**src/rtl/riscv_prefetch_buf.sv**
```systemverilog
`default_nettype none
// +--------------------------------------------------------------------------+
// | riscv_prefetch_buf : sequential instruction prefetch FIFO with flush.   |
// | Optional macro PREFETCH_BYPASS_EN: zero-latency bypass when FIFO empty.  |
// | Revision: 1.0                                                            |
// +--------------------------------------------------------------------------+
module riscv_prefetch_buf #(
  parameter int unsigned     XLEN      = 32,
  parameter int unsigned     DEPTH     = 4,
  parameter int unsigned     MAX_OUTST = 2,
  parameter logic [XLEN-1:0] RSTADDR   = '0
) (
  input  logic            clk_i,
  input  logic            rst_i,
  output logic            core_valid_o,
  input  logic            core_ready_i,
  output logic [XLEN-1:0] core_instr_o,
  output logic [XLEN-1:0] core_pc_o,
  input  logic            core_flush_i,
  input  logic [XLEN-1:0] core_flush_addr_i,
  output logic            mem_req_o,
  output logic [XLEN-1:0] mem_addr_o,
  input  logic            mem_gnt_i,
  input  logic            mem_rvalid_i,
  input  logic [XLEN-1:0] mem_rdata_i
);

  localparam int unsigned       c_cnt_w     = $clog2(DEPTH + 1);
  localparam int unsigned       c_ptr_w     = $clog2(DEPTH);
  localparam int unsigned       c_tag_w     = (MAX_OUTST > 1) ? $clog2(MAX_OUTST) : 1;
  localparam logic [c_cnt_w:0]  c_depth     = (c_cnt_w + 1)'(DEPTH);
  localparam logic [c_cnt_w-1:0] c_max_outst = c_cnt_w'(MAX_OUTST);
  localparam logic [c_tag_w-1:0] c_tag_last  = c_tag_w'(MAX_OUTST - 1);

  logic [XLEN-1:0]    fifo_pc_q    [DEPTH];
  logic [XLEN-1:0]    fifo_pc_d    [DEPTH];
  logic [XLEN-1:0]    fifo_instr_q [DEPTH];
  logic [XLEN-1:0]    fifo_instr_d [DEPTH];
  logic [XLEN-1:0]    tag_q        [MAX_OUTST];
  logic [XLEN-1:0]    tag_d        [MAX_OUTST];
  logic [c_ptr_w-1:0] rd_ptr_q, rd_ptr_d, wr_ptr_q, wr_ptr_d;
  logic [c_tag_w-1:0] tag_rd_q, tag_rd_d, tag_wr_q, tag_wr_d;
  logic [c_cnt_w-1:0] count_q, count_d, outst_q, outst_d, discard_q, discard_d;
  logic [XLEN-1:0]    fpc_q, fpc_d;

  logic             req_fire, rsp_ok, rsp_live, byp, pop, pop_fifo, push;
  logic [c_cnt_w:0] occ;
  logic             unused_flush_lsb;

  assign unused_flush_lsb = ^core_flush_addr_i[1:0];
  assign occ              = {1'b0, count_q} + {1'b0, outst_q};

  // Gated by rst_i so the bus sees no request while reset is held.
  assign mem_req_o  = !rst_i && !core_flush_i && (occ < c_depth) && (outst_q < c_max_outst);
  assign mem_addr_o = fpc_q;

  assign req_fire = mem_req_o && mem_gnt_i;
  assign rsp_ok   = mem_rvalid_i && (outst_q != '0);
  assign rsp_live = rsp_ok && (discard_q == '0) && !core_flush_i;

`ifdef PREFETCH_BYPASS_EN
  assign byp          = rsp_live && (count_q == '0);
  assign core_valid_o = (count_q != '0) || byp;
  assign core_instr_o = byp ? mem_rdata_i : fifo_instr_q[rd_ptr_q];
  assign core_pc_o    = byp ? tag_q[tag_rd_q] : fifo_pc_q[rd_ptr_q];
`else
  assign byp          = 1'b0;
  assign core_valid_o = (count_q != '0);
  assign core_instr_o = fifo_instr_q[rd_ptr_q];
  assign core_pc_o    = fifo_pc_q[rd_ptr_q];
`endif

  assign pop      = core_valid_o && core_ready_i && !core_flush_i;
  assign pop_fifo = pop && !byp;
  assign push     = rsp_live && !(byp && core_ready_i);

  always_comb begin
    fifo_pc_d    = fifo_pc_q;
    fifo_instr_d = fifo_instr_q;
    tag_d        = tag_q;
    rd_ptr_d     = rd_ptr_q;
    wr_ptr_d     = wr_ptr_q;
    tag_rd_d     = tag_rd_q;
    tag_wr_d     = tag_wr_q;
    fpc_d        = fpc_q;
    outst_d      = outst_q + c_cnt_w'(req_fire) - c_cnt_w'(rsp_ok);
    count_d      = count_q + c_cnt_w'(push) - c_cnt_w'(pop_fifo);
    discard_d    = discard_q - c_cnt_w'(rsp_ok && (discard_q != '0));

    if (req_fire) begin
      tag_d[tag_wr_q] = fpc_q;
      tag_wr_d        = (tag_wr_q == c_tag_last) ? '0 : tag_wr_q + c_tag_w'(1);
      fpc_d           = fpc_q + XLEN'(4);
    end
    if (rsp_ok) begin
      tag_rd_d = (tag_rd_q == c_tag_last) ? '0 : tag_rd_q + c_tag_w'(1);
    end
    if (push) begin
      fifo_pc_d[wr_ptr_q]    = tag_q[tag_rd_q];
      fifo_instr_d[wr_ptr_q] = mem_rdata_i;
      wr_ptr_d               = wr_ptr_q + c_ptr_w'(1);
    end
    if (pop_fifo) begin
      rd_ptr_d = rd_ptr_q + c_ptr_w'(1);
    end

    // Every request still in flight after this cycle belongs to the old stream.
    if (core_flush_i) begin
      count_d   = '0;
      rd_ptr_d  = wr_ptr_q;
      wr_ptr_d  = wr_ptr_q;
      discard_d = outst_d;
      fpc_d     = {core_flush_addr_i[XLEN-1:2], 2'b00};
    end
  end

  always_ff @(posedge clk_i or posedge rst_i) begin
    if (rst_i) begin
      fifo_pc_q    <= '{default: '0};
      fifo_instr_q <= '{default: '0};
      tag_q        <= '{default: '0};
      rd_ptr_q     <= '0;
      wr_ptr_q     <= '0;
      tag_rd_q     <= '0;
      tag_wr_q     <= '0;
      count_q      <= '0;
      outst_q      <= '0;
      discard_q    <= '0;
      fpc_q        <= RSTADDR;
    end else begin
      fifo_pc_q    <= fifo_pc_d;
      fifo_instr_q <= fifo_instr_d;
      tag_q        <= tag_d;
      rd_ptr_q     <= rd_ptr_d;
      wr_ptr_q     <= wr_ptr_d;
      tag_rd_q     <= tag_rd_d;
      tag_wr_q     <= tag_wr_d;
      count_q      <= count_d;
      outst_q      <= outst_d;
      discard_q    <= discard_d;
      fpc_q        <= fpc_d;
    end
  end

`ifndef SYNTHESIS
  a_no_orphan_rsp: assert property (@(posedge clk_i) disable iff (rst_i)
    mem_rvalid_i |-> (outst_q != '0));
  a_occupancy: assert property (@(posedge clk_i) disable iff (rst_i) occ <= c_depth);
  a_discard: assert property (@(posedge clk_i) disable iff (rst_i) discard_q <= outst_q);
`endif

endmodule
`default_nettype wire

```
**config.mk**
```make
export PLATFORM = sky130hd
export DESIGN_NAME = riscv_prefetch_buf
export DESIGN_NICKNAME = d
export VERILOG_FILES = /design/src/rtl/riscv_prefetch_buf.sv
export SDC_FILE = /design/constraint.sdc
export NUM_CORES = 1
export LEC_CHECK = 0
export CORE_AREA = 5 5 194 196
export DETAILED_ROUTE_END_ITERATION = 7
export DIE_AREA = 0 0 199 201
export DONT_BUFFER_PORTS = 1
export GPL_TIMING_DRIVEN = 0
export PLACE_DENSITY = 0.7
export SYNTH_ARGS = -nofsm -noshare
export SYNTH_HDL_FRONTEND = slang
export SYNTH_SLANG_ARGS = --single-unit
```
**constraint.sdc**
```tcl
create_clock -name clk_i -period 30.5 [get_ports clk_i]
set_input_delay 0 -clock clk_i [delete_from_list [all_inputs] [get_ports clk_i]]
set_output_delay 0 -clock clk_i [all_outputs]
set_load 0.01 [all_outputs]
```
==> impl_summary.txt <==
----------------------------------------------------
[Status]
  Result of the run ... complete, no violations

[Worst setup path]
  Worst flop-to-flop path startpoint ... count_q[2]
  Cell Chain, Critical Path ... ha_1 > nor4b_1 > nand4_1 > ha_1 > inv_1 > ha_1 > inv_1 > fa_1 > xor2_1 > nand2_1 > o21ai_0
  Worst Setup End Kind ... flop
  Delay of the slowest cell on the worst path ... 0.52 ns
  Cell occurring most often along the worst timing path ... ha_1
  Worst-path cell with the longest stage delay ... nand4_1
  Required time of the worst setup path ... roughly 31 ns
  Critical path class ... reg2reg
  Nature of the critical path startpoint ... flop
  Reg2reg end ... discard_q[2]
  Worst-case register-to-register setup slack ... 27.32 ns
  Number of cell instances on the worst register-to-register path ... 11
  Max Fanout on Critical Path ... 9
  Worst Path Buf+Inv ... 2
  Data arrival at the endpoint of the critical path ... about 3.6 ns
  Gate family responsible for the most delay along the worst path ... adder cells

[Routing]
  Routed WL ... approximately 38,000 microns
  Detailed-router iteration count before antenna repair ... 5
  Antenna-violating nets left ... 0
  Drt drc ... 0
  WL per Instance ... 20.8 microns
  Via density ... 5.60
  Vias ... between 10,000 and 15,000
  Number of DRC markers in iteration 0 ... 586

[Floorplanning]
  Core Box Area ... approximately 36,000 sq um
  Die span in x ... 199 microns
  Ports placed on the boundary ... between 150 and 200
  Area of the die ... around 40,000 sq um
  Vertical die dimension ... between 200 and 250 microns
  Starting density of the core ... 43.9%
  Cell Rows ... 70

[Clock network]
  Cts-stage hold buffer count ... 78
  Clock slew seen by the registers of the worst setup and hold paths ... 0.06 ns
  Number of sinks handled by clock tree synthesis ... around 350
  Cells resized by post-CTS repair ... 0
  Max clock buf depth ... 3
  Number of post-CTS setup repair buffers ... 0
  Buffer type at the clock tree root ... clkbuf_16
  Clock tree from TritonCTS ... done
  Number of clock buffers inserted by TritonCTS ... 38
  H-tree levels ... 2
  Clock latency at the later pin of the worst-skew pair ... between 0.5 and 0.6 ns

[STA]
  Sum Neg Setup Slack ... 0 ns
  Maximum clock frequency ... 314 MHz
  Pins Over Slew Limit ... 0
  Total setup violations reported at the end of the flow ... 0
  Worst-case headroom to the max-slew limit ... about a quarter
  Clock skew after layout ... about 0.022 ns
  Tmin final ... 3.18 ns
  Worst-margin pin slew ... 1.10 ns
  Final hold vios ... 0
  Fraction of the cycle the final worst path needs ... approximately a tenth
  Unrepaired setup endpoints after global routing ... no

[Worst hold path]
  Worst Hold End ... tag_wr_q
  Number of cells on the worst hold path ... 3
  Kind of path behind the tightest hold check ... in2reg
  Worst min-delay path startpoint ... rst_i

[Synthesis]
  Sequential-to-total area share from yosys stat ... around 56%
  Most frequent cell after synthesis ... dfrtp_1
  Number of enable flip-flop cells after synthesis ... 0
  Share of synthesized registers carrying an async set or reset ... 100%
  Mean post-synth cell area ... 13.0 sq um
  Synthesized netlist cell count ... approximately 1,200
  Cell accounting for the most synthesized area ... dfrtp_1
  Synth unique cells ... 49
  Cell area after synthesis ... 15,800 sq um
  Proportion of netlist area held by the largest area contributor ... 56.1%
  Synthesis Warnings ... 0
  Post-synth top cells ... dfrtp_1, mux2_2, nand2_1
  FF+latch count, synth ... 353
  Cell types with the largest area share after synthesis ... dfrtp_1, mux2_2, mux4_2
  Primary flip-flop cell chosen by synthesis mapping ... dfrtp_1

[Placement]
  Placed instance count ... 1,683
  Total of buffers placed on input and output ports ... 0
  Dpl hpwl ... between 20,000 and 30,000 microns
  Routability cong. ... about 0.9

[Layout]
  Fraction of final layout cells with drive strength greater than 1 ... a little over a quarter
  Layout net count ... 1,419
  Area growth syn-to-layout ... 16.8%
  Number of antenna diodes ... 0
  Post-route non-filler standard cell count ... 1,825

[Global routing]
  GRT Resource Usage Total ... 19.3%
  First-pass GRT wire length ... slightly above 60,000 microns
  Initial antenna violation count ... 0
  GRT overflow ... 0
  Vias in the first global route ... 10,950
  Maximum number of pins on one net before global-route repair ... 140

[Pwr]
  Worst vdd rail ir drop ... 0.0638 mV
  Pleak ... between 8 and 9 nW
  Total power density per cell area ... 91.9 nW/um^2

[Flow run]
  Max-capacitance violation count ... 0

----------------------------------------------------
## layout by cell type, fill, tap and decap left out, types with 4 or more instances in the layout
cell and n:
nor2_1 19, mux2_2 174, conb_1 4, dlygate4sd3_1 78, mux2i_1 32, buf_2 29
nor3_1 5, xor2_1 6, nand3_1 17, nand2_1 170, clkbuf_1 36, mux4_2 62
o211ai_1 9, ha_1 14, buf_6 12, xnor2_1 9, dfrtp_1 353, mux2_1 13
a21oi_1 6, o21ai_0 147, a31oi_1 4, o311ai_0 8, nand4_1 11, clkbuf_2 8
or3_1 6, a32oi_1 4, buf_4 9, clkbuf_8 8, inv_1 18, clkbuf_16 39
## layout make-up
type	instances	area, sq um
Fill cell	3038	17500
Sequential cell	353	8830
Multi-Input combinational cell	756	6370
Clock buffer	58	1130
Timing Repair Buffer	80	836
Tap cell	468	586
Buffer	85	489
Clock inverter	6	83.8
Inverter	19	78.8
## registers in the layout (all words and copies together) (netlist names)
signal	count
discard_q	3
mem_addr_o	30
fifo_instr_q	128
tag_rd_q	1
wr_ptr_q	2
fifo_pc_q	120
rd_ptr_q	2
tag_wr_q	1
outst_q	3
count_q	3
tag_q	60
## worst register-to-register path, cell delays in order, from the launching register on
cell	delay (ns)
dfrtp_1	0.41
ha_1	0.32
nor4b_1	0.34
nand4_1	0.52
ha_1	0.49
inv_1	0.06
ha_1	0.13
inv_1	0.04
fa_1	0.37
xor2_1	0.18
nand2_1	0.08
o21ai_0	0.09
## per-stage QoR
stage                     hold WS (ns)  area, sq um  power [mW]  utilization [%]  setup slack (ns)
after CTS                       0.0232        18400        1.71             51.2             27.30
after global routing            0.0565        18400        1.80             51.2             27.09
final                           0.0361        18400        1.69             51.2             27.32
after floorplan                  0.112        15800        1.11                -             20.71
after detailed placement        0.0117        16400        1.25             45.7             27.31
after global placement           0.119        16300        1.22             45.5             17.42
## per-layer routing
metal  up-vias  wire length (microns)  part of all wire (%)  track usage [%]
met5         -                      0                     0                0
met4         0                    729                   1.9             4.81
met3        57                   2720                   7.2             5.00
met2       315                  18500                    49             32.0
met1      5274                  16000                    42             25.6
li1       4582                      -                     -                -
## worst max path at each step
stage | from | end | slack [ns] | cells after the start
after floorplan | rst_i | count_q[0] | 20.71 | 1
after global placement | rst_i | fifo_instr_q[100] | 17.42 | 1
after detailed placement | count_q[2] | discard_q[2] | 27.31 | 11
after CTS | count_q[2] | discard_q[2] | 27.30 | 11
after global routing | count_q[2] | discard_q[2] | 27.09 | 11
final | count_q[2] | discard_q[2] | 27.32 | 11
## cells by family after synthesis
family,Yosys count,share of synthesized area (%)
and+or+nand+nor,256,7.45
xor gates and xnor gates,15,0.834
AOI/OAI and AO/OA,184,6.41
muxes,281,24.3
buffers and inverters,104,3.56
other,1,0.0238
adders and majority gates,16,1.37
DFF,353,56.1
## power breakdown
group / internal, mW / leakage, nW / switching (mW)
clock: 0.270 / 0.596 / 0.178
combinational: 0.246 / 3.10 / 0.253
sequential: 0.645 / 4.70 / 0.0985
total: 1.16 / 8.39 / 0.530
No activity file was read; power rests on OpenSTA's default activity.
